$ cat config.mk
export PLATFORM = sky130hd
export DESIGN_NAME = trace_event_collector_flat
export DESIGN_NICKNAME = d
export VERILOG_FILES = /design/src/rtl/trace_event_collector_if.sv /design/src/rtl/trace_event_collector.sv /design/src/flat_wrapper.sv
export SDC_FILE = /design/constraint.sdc
export NUM_CORES = 1
export LEC_CHECK = 0
export CORE_ASPECT_RATIO = 1.2
export CORE_UTILIZATION = 50
export DETAILED_ROUTE_END_ITERATION = 6
export GPL_ROUTABILITY_DRIVEN = 0
export PLACE_DENSITY_LB_ADDON = 0.25
export SLEW_MARGIN = 30
export SYNTH_ARGS = -nofsm -noshare
export SYNTH_HDL_FRONTEND = slang
export SYNTH_SLANG_ARGS = --single-unit
$ cat constraint.sdc
create_clock -name clk -period 11.6 [get_ports clk]
set_clock_uncertainty 0.05 [all_clocks]
set_input_delay 1.16 -clock clk [delete_from_list [all_inputs] [get_ports clk]]
set_output_delay 1.16 -clock clk [all_outputs]
set_load 0.05 [all_outputs]
$ cat src/rtl/trace_event_collector_if.sv
// rtl/trace_event_collector_if.sv - event output handshake between collector and trace sink
interface trace_event_collector_if #(
    parameter int IDX_W = 4,
    parameter int TS_W  = 16
) ();
    logic             out_valid;
    logic             out_ready;
    logic [IDX_W-1:0] out_idx;
    logic             out_value;
    logic [TS_W-1:0]  out_time;

    modport master (
        output out_valid,
        output out_idx,
        output out_value,
        output out_time,
        input  out_ready
    );

    modport slave (
        input  out_valid,
        input  out_idx,
        input  out_value,
        input  out_time,
        output out_ready
    );
endinterface

$ cat src/rtl/trace_event_collector.sv
// rtl/trace_event_collector.sv - change detector, timestamping and FIFO serialiser; option macro TRACE_COLLECT_COALESCE_CNT_EN
module trace_event_collector #(
    parameter  int INSTANCES = 10,
    parameter  int DEPTH     = 8,
    parameter  int TS_W      = 16,
    localparam int IDX_W     = (INSTANCES > 1) ? $clog2(INSTANCES) : 1
) (
    input  logic                     clk,
    input  logic                     rst,
    input  logic [INSTANCES-1:0]     sig_in,
    trace_event_collector_if.master  ev,
    output logic                     busy,
    output logic [15:0]              coalesce_cnt
);
    localparam int PTR_W = (DEPTH > 1) ? $clog2(DEPTH) : 1;
    localparam int CNT_W = PTR_W + 1;
    localparam int E_W   = IDX_W + 1 + TS_W;

    logic [INSTANCES-1:0] cur;
    logic [INSTANCES-1:0] prev;
    logic [INSTANCES-1:0] chg;
    logic [INSTANCES-1:0] pending;
    logic [TS_W-1:0]      ts [INSTANCES];
    logic [TS_W-1:0]      ts_cnt;

    logic [E_W-1:0]       mem [DEPTH];
    logic [PTR_W-1:0]     rd_ptr;
    logic [PTR_W-1:0]     wr_ptr;
    logic [CNT_W-1:0]     count;
    logic [E_W-1:0]       head;

    logic [IDX_W-1:0]     sel;
    logic                 any_pending;
    logic                 full;
    logic                 pop;
    logic                 push;
    logic [E_W-1:0]       push_data;

    assign chg = cur ^ prev;

    // Two-stage sampling; reset loads both stages so nothing fires after reset
    always_ff @(posedge clk) begin
        if (rst) begin
            cur  <= sig_in;
            prev <= sig_in;
        end else begin
            cur  <= sig_in;
            prev <= cur;
        end
    end

    // Free-running timestamp, wraps naturally at 2^TS_W
    always_ff @(posedge clk) begin
        if (rst) ts_cnt <= '0;
        else     ts_cnt <= ts_cnt + 1'b1;
    end

    // Fixed-priority arbiter: lowest pending index wins, one push per cycle
    always_comb begin
        sel         = '0;
        any_pending = 1'b0;
        for (int i = INSTANCES - 1; i >= 0; i--) begin
            if (pending[i]) begin
                sel         = IDX_W'(i);
                any_pending = 1'b1;
            end
        end
        full      = (count == CNT_W'(DEPTH));
        pop       = ev.out_valid && ev.out_ready;
        push      = any_pending && (!full || pop);
        push_data = {sel, prev[sel], ts[sel]};
    end

    // Pending bits and first-detection timestamps; a new change wins over the push clear
    always_ff @(posedge clk) begin
        if (rst) begin
            pending <= '0;
            for (int i = 0; i < INSTANCES; i++) ts[i] <= '0;
        end else begin
            for (int i = 0; i < INSTANCES; i++) begin
                if (chg[i]) begin
                    pending[i] <= 1'b1;
                    if (!pending[i] || (push && sel == IDX_W'(i))) ts[i] <= ts_cnt;
                end else if (push && sel == IDX_W'(i)) begin
                    pending[i] <= 1'b0;
                end
            end
        end
    end

    // Event storage, written on push; no reset needed for the data array
    always_ff @(posedge clk) begin
        if (push) mem[wr_ptr] <= push_data;
    end

    // FIFO pointers, occupancy and registered head (holds last value while empty)
    always_ff @(posedge clk) begin
        if (rst) begin
            rd_ptr <= '0;
            wr_ptr <= '0;
            count  <= '0;
            head   <= '0;
        end else begin
            if (push) wr_ptr <= wr_ptr + 1'b1;
            if (pop)  rd_ptr <= rd_ptr + 1'b1;
            count <= count + CNT_W'(push) - CNT_W'(pop);
            if (push && (count == '0 || (pop && count == CNT_W'(1))))
                head <= push_data;
            else if (pop && count > CNT_W'(1))
                head <= mem[rd_ptr + 1'b1];
        end
    end

    assign ev.out_valid = (count != '0);
    assign {ev.out_idx, ev.out_value, ev.out_time} = head;
    assign busy = (|pending) || (count != '0);

`ifdef TRACE_COLLECT_COALESCE_CNT_EN
    logic [INSTANCES-1:0] push_mask;
    logic [INSTANCES-1:0] coal_hits;
    logic [6:0]           coal_n;
    logic [16:0]          coal_sum;
    logic [15:0]          coal_q;

    // Count changes that land on an already-pending bit not leaving this cycle
    always_comb begin
        push_mask = push ? (INSTANCES'(1) << sel) : '0;
        coal_hits = chg & pending & ~push_mask;
        coal_n    = '0;
        for (int i = 0; i < INSTANCES; i++) coal_n = coal_n + 7'(coal_hits[i]);
        coal_sum  = {1'b0, coal_q} + 17'(coal_n);
    end

    // Saturating coalesce counter
    always_ff @(posedge clk) begin
        if (rst)              coal_q <= '0;
        else if (coal_sum[16]) coal_q <= 16'hFFFF;
        else                  coal_q <= coal_sum[15:0];
    end

    assign coalesce_cnt = coal_q;
`else
    assign coalesce_cnt = '0;
`endif
endmodule

$ cat src/flat_wrapper.sv
// flat-port wrapper written by rule: the top's interface ports become plain ports
module trace_event_collector_flat 
#(
    parameter  int INSTANCES = 10,
    parameter  int DEPTH     = 8,
    parameter  int TS_W      = 16,
    localparam int IDX_W     = (INSTANCES > 1) ? $clog2(INSTANCES) : 1
)
  (clk, rst, sig_in, busy, coalesce_cnt, ev_out_valid, ev_out_idx, ev_out_value, ev_out_time, ev_out_ready);
  trace_event_collector_if #(.IDX_W((4)), .TS_W(TS_W)) ev_i ();
  input  logic clk;
  input  logic rst;
  input  logic [INSTANCES-1:0] sig_in;
  output logic busy;
  output logic [15:0] coalesce_cnt;
  output wire logic [$bits(ev_i.out_valid)-1:0] ev_out_valid;
  output wire logic [$bits(ev_i.out_idx)-1:0] ev_out_idx;
  output wire logic [$bits(ev_i.out_value)-1:0] ev_out_value;
  output wire logic [$bits(ev_i.out_time)-1:0] ev_out_time;
  input wire logic [$bits(ev_i.out_ready)-1:0] ev_out_ready;
  assign ev_out_valid = ev_i.out_valid;
  assign ev_out_idx = ev_i.out_idx;
  assign ev_out_value = ev_i.out_value;
  assign ev_out_time = ev_i.out_time;
  assign ev_i.out_ready = ev_out_ready;
  trace_event_collector #(.INSTANCES(INSTANCES), .DEPTH(DEPTH), .TS_W(TS_W)) u_core (.clk(clk), .rst(rst), .sig_in(sig_in), .ev(ev_i), .busy(busy), .coalesce_cnt(coalesce_cnt));
endmodule
== After elaboration in Yosys (flattened, before gate mapping) ==
Memories as Yosys holds them, arrays and structs flattened.
Index checks and enable logic that the tools add are counted.

* $add $sub $neg: 5
* Order comparisons: 2
* Equality and inequality tests: 11
* Muxes and demuxes: 99
* Bitwise gates (word level): 11
* Reduce and logical (&&, ||, !) cells: 54

{| class="wikitable"
|+ Operators with widths
! kind !! count
|-
| 16-bit 2-to-1 mux || 10
|-
| 1-bit 2-to-1 mux || 75
|-
| 21-bit 2-to-1 mux || 2
|-
| 4-bit 2-to-1 mux || 10
|-
| 2-bit nonzero test || 11
|-
| 16-bit by 1-bit adder with 16-bit output, second input constant || 1
|-
| 4-bit by 3-bit equality test with 1-bit output, second input constant || 4
|-
| 1-bit logical AND || 15
|-
| 1-bit logical OR || 13
|-
| 4-bit equality test, second input constant || 3
|-
| 1-bit logical NOT || 11
|-
| 10-bit 2-to-1 mux || 1
|-
| 1-bit bitwise OR || 10
|-
| 10-bit OR reduction || 1
|-
| 10-bit XOR || 1
|-
| 4-bit by 1-bit equality test with 1-bit output, second input constant || 2
|-
| 4-bit by 2-bit equality test with 1-bit output, second input constant || 2
|-
| 4-bit logical NOT || 2
|-
| 3-bit by 1-bit adder with 3-bit output, second input constant || 2
|-
| 4-bit by 5-bit less-than comparator with 1-bit output, second input constant || 1
|-
| 4-bit by 1-bit adder with 4-bit output || 1
|-
| 1-bit binary-select mux with 4-bit select || 1
|-
| 4-bit by 1-bit > comparator with 1-bit output, second input constant || 1
|-
| 4-bit nonzero test || 1
|-
| 4-bit by 1-bit subtractor with 4-bit output || 1
|}

* Register bits after elaboration: 77
* Bits in writable memories: 328
* Input port bits: 13
* Output and inout bits: 39
* Word-level logic and storage cells: 201
* Memories kept: 2

{| class="wikitable"
|+ Memory list
! memory !! depth !! width !! read ports !! clocked after Yosys merged registers in !! write ports !! line !! text
|-
| u_core.mem || 8 || 21 || 1 || 0 || 1 || trace_event_collector.sv:26 || <nowiki>logic [E_W-1:0] mem [DEPTH];</nowiki>
|-
| u_core.ts || 10 || 16 || 1 || 0 || 10 || trace_event_collector.sv:23 || <nowiki>logic [TS_W-1:0] ts [INSTANCES];</nowiki>
|}

== Logic depth before layout (Yosys ltp) ==
* Depth in word-level cells: 18
* Depth in mapped cells: 12
* Mapped depth without buffers: 12

== Least setup slack after synthesis ==
OpenSTA, ideal clock, no wires.

* Kind: input to register
* From: in ev_out_ready
* To: mem u_core.mem[1][0] (netlist bit), enable pin
* Setup time: 460 ps
* Data arrival time: 4045 ps
* Data required time: 11090 ps
* Slack: 7044 ps
* Cell stages on the path: 5
* Cells stage by stage: nor2b_1 -> nor3_1 -> or2_1 -> clkbuf_1 -> nor4b_1

* Longest elaborated chain between the ends: 5

{| class="wikitable"
|+ RTL lines
! what !! line !! text
|-
| from (decl) || flat_wrapper.sv:20 || <nowiki>input wire logic [$bits(ev_i.out_ready)-1:0] ev_out_ready;</nowiki>
|-
| 1-bit logical AND || trace_event_collector.sv:69 || <nowiki>pop = ev.out_valid && ev.out_ready;</nowiki>
|-
| 1-bit logical OR || trace_event_collector.sv:70 || <nowiki>push = any_pending && (!full || pop);</nowiki>
|-
| 1-bit logical AND || trace_event_collector.sv:70 ||
|-
| 1-bit 2-to-1 mux || trace_event_collector.sv:93 || <nowiki>if (push) mem[wr_ptr] <= push_data;</nowiki>
|-
| 1-bit 2-to-1 mux (implied by the code) || trace_event_collector.sv:93 ||
|-
| to (decl) || trace_event_collector.sv:26 ||
|}

No other way between the ends.

== Final worst setup path ==
* From: reg u_core.pending[4]
* To: mem u_core.mem[7][16] (netlist bit), data pin

* Longest elaborated chain between the ends: 7

{| class="wikitable"
|+ RTL lines
! what !! line !! text
|-
| from (decl) || trace_event_collector.sv:22 || <nowiki>logic [INSTANCES-1:0] pending;</nowiki>
|-
| from (signal assigned) || trace_event_collector.sv:77 || <nowiki>pending <= '0;</nowiki>
|-
| from (signal, indexed assignment) || trace_event_collector.sv:82 || <nowiki>pending[i] <= 1'b1;</nowiki>
|-
| from (signal, indexed assignment) || trace_event_collector.sv:85 || <nowiki>pending[i] <= 1'b0;</nowiki>
|-
| 4-bit 2-to-1 mux (5 in series) || trace_event_collector.sv:63 || <nowiki>if (pending[i]) begin</nowiki>
|-
| 1-bit binary-select mux with 4-bit select || trace_event_collector.sv:71 || <nowiki>push_data = {sel, prev[sel], ts[sel]};</nowiki>
|-
| 1-bit 2-to-1 mux (implied by the code) || trace_event_collector.sv:71 ||
|-
| net u_core.push_data[16] || trace_event_collector.sv:37 || <nowiki>logic [E_W-1:0] push_data;</nowiki>
|}

The timed path passes the listed nets, and every way through them passes these cells. The select of a mux whose other input is x is not followed.

==> impl_metrics.env <==
export IMPL_status="completed"
export IMPL_cp_start_kind="flip-flop"
export IMPL_die_h_um=211
export IMPL_viasPerCell=5.91
export IMPL_yosysMostFrequentCell="edfxtp_1"
export IMPL_h_tree_depth=2
export IMPL_grt_pass1_wl_um=61900
export IMPL_whs_ns=0.418
export IMPL_routedWlPerCell_um=21.1
export IMPL_hold_path_class="flip-flop to flip-flop"
export IMPL_clkTransAtPathRegs_ns=0.06
export IMPL_drc=0
export IMPL_cts_buffer_depth=3
export IMPL_setup_viol=0
export IMPL_synth_edf_count=328
export IMPL_area_delta_synth_final_pct=10.8
export IMPL_cts_setup_buffers=0
export IMPL_ios=52
export IMPL_grt_pass1_vias=10991
export IMPL_synth_avg_cell_area_um2=13.0
export IMPL_p_int_mw=3.12
export IMPL_leakagePower_nw=7.06
export IMPL_drt_iter0_markers=939
export IMPL_clkLatencyLatePin_ns=0.54
export IMPL_dpl_hpwl_um=26300
export IMPL_p_seq_share_pct=43.5
export IMPL_syn_inst=1399
export IMPL_combPwrFrac_pct=28.5
export IMPL_final_nets=1406
export IMPL_maxSlewViolCount=0
export IMPL_arrival_ns=4.09
export IMPL_fp_dieW_um=176
export IMPL_drive_gt1_share_pct=13.9
export IMPL_hold_buffers=0
export IMPL_crit_required_ns=11.74
export IMPL_p_switching_mw=1.47
export IMPL_async_flop_share_pct=0
export IMPL_synth_warnings=0
export IMPL_critPathCaptureType="flip-flop"
export IMPL_maxSlewHeadroom_pct=32.5
export IMPL_cts_resized_gates=0
export IMPL_nFillCells=2899
export IMPL_start_util_pct=50.7
export IMPL_die_area_um2=37200
export IMPL_clkSinkCount=405
export IMPL_grt_usage_pct=21.6
export IMPL_first_pass_iters=5
export IMPL_setup_tns_ns=0
export IMPL_synth_top_area_share_pct=54.0
export IMPL_gr_total_overflow=0
export IMPL_finalCritPeriodShare_pct=34.0
export IMPL_rsz0062_at_grt="no"
export IMPL_drv_cap=0
export IMPL_synth_area_um2=18200
export IMPL_synth_top_flop_cell="edfxtp_1"
export IMPL_fin_crit_ns=3.95
export IMPL_design_area_um2=20200
export IMPL_critPathMaxFanout=31
export IMPL_multiInputGateArea_um2=6300
export IMPL_register_area_um2=11400
export IMPL_finalPower_mw=4.58
export IMPL_cts_tree="yes"
export IMPL_core_area_um2=35900
export IMPL_report_final_hold_viol_count=0
export IMPL_fin_util_pct=56.2
export IMPL_ys_seq_area_share_pct=62.5
export IMPL_p_sw_share_pct=32.0
export IMPL_grt_max_degree=60
export IMPL_cts_buffers=41
export IMPL_ant_nets=0
export IMPL_fmax_mhz=253
export IMPL_yosysTopAreaCell="edfxtp_1"
export IMPL_clkPwrFrac_pct=28.0
export IMPL_worstMarginPinSlew_ns=1.01
export IMPL_yosys_register_bits=405
export IMPL_cts_root_buf="clkbuf_16"
export IMPL_n_antenna_cell=0
export IMPL_fp_row_count=76
export IMPL_yosysUniqueCellTypes=68
export IMPL_pwr_density_cell_nw_per_um2=227
export IMPL_synth_common_cells="328 x edfxtp_1, 163 x and2_1, 84 x clkbuf_1, 82 x nand2_1, 77 x dfxtp_1"
export IMPL_dpl_cell_area_um2=18900
export IMPL_ir_drop_mv=0.122
export IMPL_yosys_top_cells_area="edfxtp_1 54%, dfxtp_1 8.5%, and2_1 5.6%"
export IMPL_wl_um=39700
export IMPL_port_buffers=35
export IMPL_antenna_found_initial=0
export IMPL_vias=11130
export IMPL_crit_type="flip-flop to flip-flop"
==> layout by cell type, fill, tap and decap left out, types with 27 or more instances in the layout <==
cell	count
a21oi_1	58
and2_1	163
clkbuf_16	44
clkdlybuf4s50_1	34
dfxtp_1	75
edfxtp_1	328
mux2_2	27
mux4_2	42
nand2_1	82
nor2_1	35
nor4_1	40
o21ai_0	50
==> layer usage <==
layer / part of all wire (%) / vias up / global-route usage (%)
met5: 0 / - / 0
met4: 2.0 / 0 / 6.24
met3: 4.9 / 64 / 2.97
met2: 51 / 312 / 36.9
met1: 42 / 5534 / 28.8
li1: - / 5220 / -
==> worst max-delay path, cell delays in order, from the launching register on <==
cell and delay (ns):
dfxtp_1 0.41, or2_1 0.25, buf_4 0.23, nor2_2 0.57, nor3_1 0.15, or3_1 0.68
a221oi_1 0.88, nand2_1 0.35
==> state kept, by name (all words and copies together) (netlist names) <==
register and count:
u_core.wr_ptr 3, u_core.pending 10, u_core.count 4, u_core.head 21, u_core.prev 10, u_core.cur 10, u_core.ts_cnt 16, u_core.ts 160
u_core.rd_ptr 3, u_core.mem 168
==> kinds of logic after synthesis <==
logic type	synth area share, %
simple gates	14.2
flops	62.5
xor+xnor	1.39
compound gates	9.62
other cells	0.0206
fa+ha+maj	0.727
buf+inv	3.77
mux	7.79
==> stage by stage <==
stage	std cells	setup slack, ns
after floorplan	1414	7.04
after global placement	1807	7.44
after detailed placement	1808	7.60
after CTS	1883	7.73
after global routing	1883	7.52
final	1883	7.65
==> final cells by class <==
cell class                 instances  area share (%)
clock buffer                      61            6.01
clock inverter                    14           0.514
inverter                          17           0.316
multi-input combinational        857            31.2
sequential                       405            56.4
tap                              468            2.90
timing repair buffer              61            2.71
==> power by group through the flow <==
stage,combinational (mW),sequential (mW),clock [mW]
detailed placement,1.30,2.03,0
floorplan,0.855,2.09,0
CTS,1.31,2.00,1.31
global placement,1.27,2.01,0
finish,1.30,1.99,1.28
global route,1.41,2.02,1.36
==> final timing paths <==
| path | from | to | slack [ns] | cells after the start |
|---|---|---|---|---|
| worst max-delay path | u_core.pending[4] | u_core.mem[7][16] | 7.65 | 7 |
| worst min-delay path | u_core.head[18] | u_core.head[18] | 0.42 | 2 |
| worst max register to register | u_core.pending[4] | u_core.mem[7][16] | 7.65 | 7 |
| worst min register to register | u_core.head[18] | u_core.head[18] | 0.42 | 2 |
Power figures use the tool's default switching activity.
